--- src/rtl/scan_decoder_pkg.sv ---
// Shared encodings for the scan decoder: mode field values and FSM states.
package scan_decoder_pkg;

    localparam logic [1:0] MODE_DIRECT = 2'b00;
    localparam logic [1:0] MODE_SCAN   = 2'b01;
    localparam logic [1:0] MODE_SWEEP  = 2'b10;
    localparam logic [1:0] MODE_HOLD   = 2'b11;

    typedef enum logic [2:0] {
        ST_IDLE,
        ST_DIRECT,
        ST_SCAN,
        ST_SWEEP,
        ST_HOLD
    } state_t;

    // State that a given mode value asks the FSM to run in.
    function automatic state_t mode_state(input logic [1:0] m);
        case (m)
            MODE_DIRECT: mode_state = ST_DIRECT;
            MODE_SCAN:   mode_state = ST_SCAN;
            MODE_SWEEP:  mode_state = ST_SWEEP;
            default:     mode_state = ST_HOLD;
        endcase
    endfunction

endpackage

--- src/rtl/scan_decoder_onehot_decode.sv ---
// Combinational SEL_W-to-2**SEL_W one-hot decoder with enable.
module onehot_decode #(
    parameter int SEL_W = 2
) (
    input  logic [SEL_W-1:0]    sel,
    input  logic                en,
    output logic [2**SEL_W-1:0] out
);

    // Set exactly the selected bit when enabled, otherwise all-zero.
    always_comb begin
        out = '0;
        if (en) out[sel] = 1'b1;
    end

endmodule

--- src/rtl/scan_decoder.sv ---
// Registered one-hot decoder with direct, auto-scan, single-sweep and hold modes.
module scan_decoder
    import scan_decoder_pkg::*;
#(
    parameter int SEL_W   = 2,
    parameter int DWELL_W = 8
) (
    input  logic                clk,
    input  logic                reset,
    input  logic                enable,
    input  logic [1:0]          mode,
    input  logic [SEL_W-1:0]    sel,
    input  logic [DWELL_W-1:0]  dwell,
    output logic [2**SEL_W-1:0] out,
    output logic [SEL_W-1:0]    idx,
    output logic                active,
    output logic                wrap,
    output logic                done
);

    localparam int OUT_W = 2**SEL_W;
    localparam logic [SEL_W-1:0] IDX_MAX = '1;

    state_t             state_q, state_d, tgt;
    logic [SEL_W-1:0]   idx_q, idx_d;
    logic               act_q, act_d;
    logic [DWELL_W-1:0] cnt_q, cnt_d;
    logic               wrap_q, wrap_d;
    logic               done_q, done_d;
    logic               lock_q, lock_d;   // a sweep finished; wait for mode to leave SWEEP
    logic [OUT_W-1:0]   out_q, out_d;

    // Output pattern is always derived from the next index and active flag,
    // so out can only ever be zero or the one-hot of idx.
    onehot_decode #(.SEL_W(SEL_W)) u_dec (
        .sel (idx_d),
        .en  (act_d),
        .out (out_d)
    );

    // State, position, dwell counter and pulse registers.
    always_ff @(posedge clk) begin
        if (reset) begin
            state_q <= ST_IDLE;
            idx_q   <= '0;
            act_q   <= 1'b0;
            cnt_q   <= '0;
            wrap_q  <= 1'b0;
            done_q  <= 1'b0;
            lock_q  <= 1'b0;
            out_q   <= '0;
        end else begin
            state_q <= state_d;
            idx_q   <= idx_d;
            act_q   <= act_d;
            cnt_q   <= cnt_d;
            wrap_q  <= wrap_d;
            done_q  <= done_d;
            lock_q  <= lock_d;
            out_q   <= out_d;
        end
    end

    // Next-state, stepping and pulse generation.
    always_comb begin
        state_d = state_q;
        idx_d   = idx_q;
        act_d   = act_q;
        cnt_d   = cnt_q;
        wrap_d  = 1'b0;
        done_d  = 1'b0;
        lock_d  = lock_q;
        tgt     = mode_state(mode);

        if (!enable) begin
            state_d = ST_IDLE;
            idx_d   = '0;
            act_d   = 1'b0;
            cnt_d   = '0;
            lock_d  = 1'b0;
        end else begin
            if (mode != MODE_SWEEP) lock_d = 1'b0;
            if (state_q == ST_IDLE) begin
                // SCAN/SWEEP start producing output one cycle after entry;
                // DIRECT decodes immediately for single-cycle latency.
                if (!(mode == MODE_SWEEP && lock_q)) begin
                    state_d = tgt;
                    if (tgt == ST_DIRECT) begin
                        idx_d = sel;
                        act_d = 1'b1;
                    end
                end
            end else if (tgt != state_q) begin
                // Mode change: scanning modes always restart from position 0.
                state_d = tgt;
                case (tgt)
                    ST_DIRECT: begin
                        idx_d = sel;
                        act_d = 1'b1;
                    end
                    ST_SCAN, ST_SWEEP: begin
                        idx_d = '0;
                        act_d = 1'b1;
                        cnt_d = dwell;
                    end
                    default: ;
                endcase
            end else begin
                case (state_q)
                    ST_DIRECT: begin
                        idx_d = sel;
                        act_d = 1'b1;
                    end
                    ST_SCAN, ST_SWEEP: begin
                        if (!act_q) begin
                            idx_d = '0;
                            act_d = 1'b1;
                            cnt_d = dwell;
                        end else if (cnt_q != '0) begin
                            cnt_d = cnt_q - 1'b1;
                        end else if (state_q == ST_SWEEP && idx_q == IDX_MAX) begin
                            state_d = ST_IDLE;
                            idx_d   = '0;
                            act_d   = 1'b0;
                            done_d  = 1'b1;
                            lock_d  = 1'b1;
                        end else begin
                            idx_d  = idx_q + 1'b1;
                            cnt_d  = dwell;
                            wrap_d = (state_q == ST_SCAN) && (idx_q == IDX_MAX);
                        end
                    end
                    default: ;
                endcase
            end
        end
    end

    assign out    = out_q;
    assign idx    = idx_q;
    assign active = act_q;
    // Pulses are suppressed in any cycle the block is disabled or held in reset.
    assign wrap   = wrap_q & enable & ~reset;
    assign done   = done_q & enable & ~reset;

endmodule

--- config.mk ---
export PLATFORM = sky130hd
export DESIGN_NAME = scan_decoder
export DESIGN_NICKNAME = d
export VERILOG_FILES = /design/src/rtl/scan_decoder_pkg.sv /design/src/rtl/scan_decoder_onehot_decode.sv /design/src/rtl/scan_decoder.sv
export SDC_FILE = /design/constraint.sdc
export NUM_CORES = 1
export LEC_CHECK = 0
export BUFFER_PORTS_ARGS = -buffer_cell sky130_fd_sc_hd__buf_2
export CAP_MARGIN = 5
export CELL_PAD_IN_SITES_DETAIL_PLACEMENT = 0
export CELL_PAD_IN_SITES_GLOBAL_PLACEMENT = 1
export CORE_MARGIN = 4
export CORE_UTILIZATION = 40
export DETAILED_ROUTE_END_ITERATION = 16
export PLACE_DENSITY_LB_ADDON = 0.1
export SETUP_SLACK_MARGIN = 0.5
export SYNTH_ARGS = -nofsm -noshare
export SYNTH_HDL_FRONTEND = slang
export SYNTH_SLANG_ARGS = --single-unit
--- constraint.sdc ---
create_clock -name clk -period 2.6 [get_ports clk]
set_input_delay 0.52 -clock clk [delete_from_list [all_inputs] [get_ports clk]]
set_output_delay 0.52 -clock clk [all_outputs]
set_load 0.05 [all_outputs]
==> results by stage <==
STA:
- The transition time at the pin with the least slew margin is 0.697 ns.
- Setup repair after global routing could not meet its margin everywhere.
- Static timing analysis puts the maximum clock frequency at 459 MHz.
- The time the worst path needs with I/O delays and setup is 2.18 ns.
- In this run the tightest slew margin relative to its limit is 0.535.
- The number of pins with negative max-slew slack in the final report came to 0.
- The setup-violating endpoint count in the final report is 0.
- In the finished design, the share of the clock period the worst path needs comes to 0.839.
- The number of hold violations in the final report is 0.
- For the final database, setup skew stands at 0.00685 ns.
- The post-route setup TNS is 0 ns.

Logic synthesis:
- The share of the Yosys chip area taken by registers is 0.312.
- The total nets after synthesis is 193.
- Yosys mapped a number of flops with a built-in enable equal to 0.
- The post-synthesis cell area is 1350 µm².
- The total of warnings raised by yosys is 0.
- The number of distinct library cells after synthesis is 41.
- Dividing the synthesized area by the synthesized cell count gives 7.88 µm².
- The most used flip-flop cell after synthesis is sky130_fd_sc_hd__dfxtp_1.
- The share of flip-flops with an asynchronous set or reset after synthesis is 0.
- The synthesized design contains 21 register bits.
- The post-synthesis instance total is 171.

Route:
- The first-iteration detailed-routing DRC count is 137.
- For this run, the detailed router's first-pass iteration total came to 4.
- In the routed layout, each cell is associated on average with a via count of 5.71.
- In this run the remaining antenna-violating nets after routing total 0.
- Across all layers, the routed design uses 1467 vias.
- The average detailed-routed wire length per instance is 15.9 µm.
- The count of unresolved DRC violations after routing is 0.
- The total routed wirelength is 4070 µm.

Layout:
- The number of nets in the layout is 236.
- In the final layout, the share of cells above drive strength 1 is 0.446.
- Compared with the post-synthesis result, the final layout area differs by 47.0%.
- For this run, the share of the core covered by cells in the final layout is 0.633.
- The leading cell type in the layout, fill and taps excluded is sky130_fd_sc_hd__buf_2.
- In the layout the commonest cells are sky130_fd_sc_hd__buf_2 (21), sky130_fd_sc_hd__nor2_1 (16), sky130_fd_sc_hd__dfxtp_1 (15).
- 0 antenna diodes ended up in the layout.

Place:
- The post-detailed-placement half-perimeter wirelength is 2670 µm.
- The global placement routability congestion is 0.787.
- The count of buffers from port buffering is 23.

Setup path:
- Counting both buffers and inverters, the worst setup path holds a total of 3.
- The type of origin of the critical path is an input pin.
- The critical path's slowest cell is sky130_fd_sc_hd__or3_4.
- For the worst setup path, the data arrival time is 2.40 ns.
- At the worst endpoint, the required time is 2.82 ns.
- The number of gates on the worst path with buffers counted is 10.
- The worst-path maximum fanout is 6.
- The endpoint kind of the worst setup timing path is a register.
- The logic depth of the worst register-to-register path is 7.
- Walking the worst path, the cells encountered are buf_12 -> inv_12 -> ha_4 -> or3_4 -> a211oi_4 -> buf_12 -> mux2_4 -> nand2_2 -> o2111ai_4 -> and3b_1.
- By startpoint and endpoint, the worst setup path is classified as in -> reg.
- The gate family responsible for the most delay along the worst path is simple AND/OR/NAND/NOR gates.
- By instance count, the cell type seen most on the critical path is sky130_fd_sc_hd__buf_12.
- The largest single stage delay on the critical path is 0.37 ns.

Global route:
- The number of antenna violations at the first check in global routing is 0.
- The first global-routing pass estimated 6150 µm of wire.
- Across every metal layer, demand over resource in global routing totals 0.180.
- Entering global routing, the biggest net connects 14 pins.
- The via count of the first global-routing pass is 1319.
- For this run the aggregate overflow at the end of global routing stands at 0.

Status:
- The flow ran to the end, and the final reports show no timing, DRC or antenna violations.

Pwr:
- The worst-case vdd ir drop is 0.257 mV.
- The standby leakage power is 0.809 nW.
- For this design the ratio of total power to cell area is 405 nW/µm².

Clock network:
- Clock-pin slew was measured on the worst setup and hold paths at 0.12 ns.
- In this run the number of H-tree levels came out at 1.
- The post-cts hold buffer count is 0.
- CTS saw 21 sinks.
- Clock tree synthesis inserted a total of 3 buffers.
- The CTS tree is yes.
- CTS placed an instance of sky130_fd_sc_hd__clkbuf_4 at the clock tree root.
- The buffer levels on the longest clock path is 2.
- The worst-skew pair later-pin latency is 0.31 ns.

Worst hold path:
- The number of cells on the worst hold path is 2.
- The class of the most critical hold timing path is in -> reg.

Die:
- The standard cell core area is 3130 µm².
- The die outline width is 66.0 µm.
- The floorplan row count is 20.
- The floorplan step set the die height to 66.0 µm.
- For this design the top-level I/O count stands at 24.
- The die covers 4360 µm².
- The initial core utilization is 0.431.

Job:
- The number of max-capacitance violations reported is 0.
[worst reg2reg max path: stages, from the launching register on]
cell and delay (ns):
sky130_fd_sc_hd__dfxtp_2 0.35, sky130_fd_sc_hd__or4_4 0.55, sky130_fd_sc_hd__or3_4 0.37, sky130_fd_sc_hd__mux2i_1 0.14, sky130_fd_sc_hd__o221ai_1 0.20, sky130_fd_sc_hd__nand4_1 0.14, sky130_fd_sc_hd__buf_6 0.16, sky130_fd_sc_hd__and3b_1 0.16
[through the flow]
stage / cell area, µm² / total power [mW] / hold WS [ns] / cells / worst slack [ns]
CTS: 1750 / 0.751 / 0.377 / 249 / 0.415
finish: 1980 / 0.803 / 0.393 / 257 / 0.420
floorplan: 1450 / 0.503 / 0.462 / 171 / 0.304
global route: 1980 / 0.849 / 0.379 / 257 / 0.376
detailed placement: 1620 / 0.564 / 0.487 / 236 / -0.0135
global placement: 1620 / 0.558 / 0.496 / 236 / 0.0275
[area by class of cell]
class | count | area, µm²
Tap cell | 44 | 55.1
Clock inverter | 1 | 7.51
Sequential cell | 21 | 430
Timing Repair Buffer | 45 | 367
Inverter | 9 | 58.8
Fill cell | 266 | 1150
Multi-Input combinational cell | 134 | 1040
Clock buffer | 3 | 22.5
[worst paths after layout]
check	slack, ns	to	startpoint
worst min-delay path	0.39	idx[1]	reset
worst max register to register	0.43	out[0]	cnt_q[5]
worst max-delay path	0.42	out[0]	mode[0]
worst min register to register	0.51	cnt_q[4]	cnt_q[4]
[per-layer routing]
| layer | track usage | share of wire | vias to the layer above |
|---|---|---|---|
| met2 | 0.298 | 0.49 | 52 |
| met5 | 0 | 0 | - |
| li1 | - | - | 709 |
| met1 | 0.242 | 0.43 | 704 |
| met4 | 0.0228 | 0.0022 | 0 |
| met3 | 0.0476 | 0.075 | 2 |
[flip-flops by register name, summed over array words and instances, names as in the netlist]
register,cells
cnt_q,8
done_q,1
lock_q,1
out,4
state_q,3
idx,2
active,1
wrap_q,1
[logic make-up after synthesis]
family                   after synthesis  share of synthesized area
AO/OA/AOI/OAI                         50                      0.238
XOR/XNOR                               2                     0.0130
adder cells (fa/ha/maj)                7                     0.0650
buffers and inverters                 17                     0.0511
flip-flops                            21                      0.312
multiplexers                           5                     0.0399
AND/OR/NAND/NOR                       69                      0.281
[cells in the mapped netlist, drive strengths merged (3+ instances only)]
cell type / number / area (µm²)
nor3: 5 / 25.0
and3: 3 / 18.8
nand2: 13 / 48.8
mux2: 3 / 33.8
nand2b: 3 / 18.8
nand3: 4 / 30.0
a21oi: 21 / 105
inv: 9 / 33.8
nor3b: 3 / 22.5
a21o: 3 / 22.5
a211oi: 4 / 42.5
ha: 7 / 87.6
nand4: 4 / 25.0
and2: 4 / 25.0
o21ai: 11 / 55.1
nor2: 17 / 63.8
buf: 4 / 20.0
or3: 3 / 23.8
clkbuf: 4 / 15.0
dfxtp: 21 / 420
[timing repair]
item,in CTS,in global routing
buffers inserted,8,6
endpoints found under the setup margin,15,14
cloned,1,2
gates resized for setup,12,38
pin swaps,7,19
[where the power goes]
group          internal (mW)  leakage (nW)  total, mW  switching (mW)
clock network         0.0587        0.0139      0.168           0.109
registers              0.332         0.173      0.349          0.0170
logic                  0.137         0.622      0.286           0.150
Power figures use the tool's default switching activity.
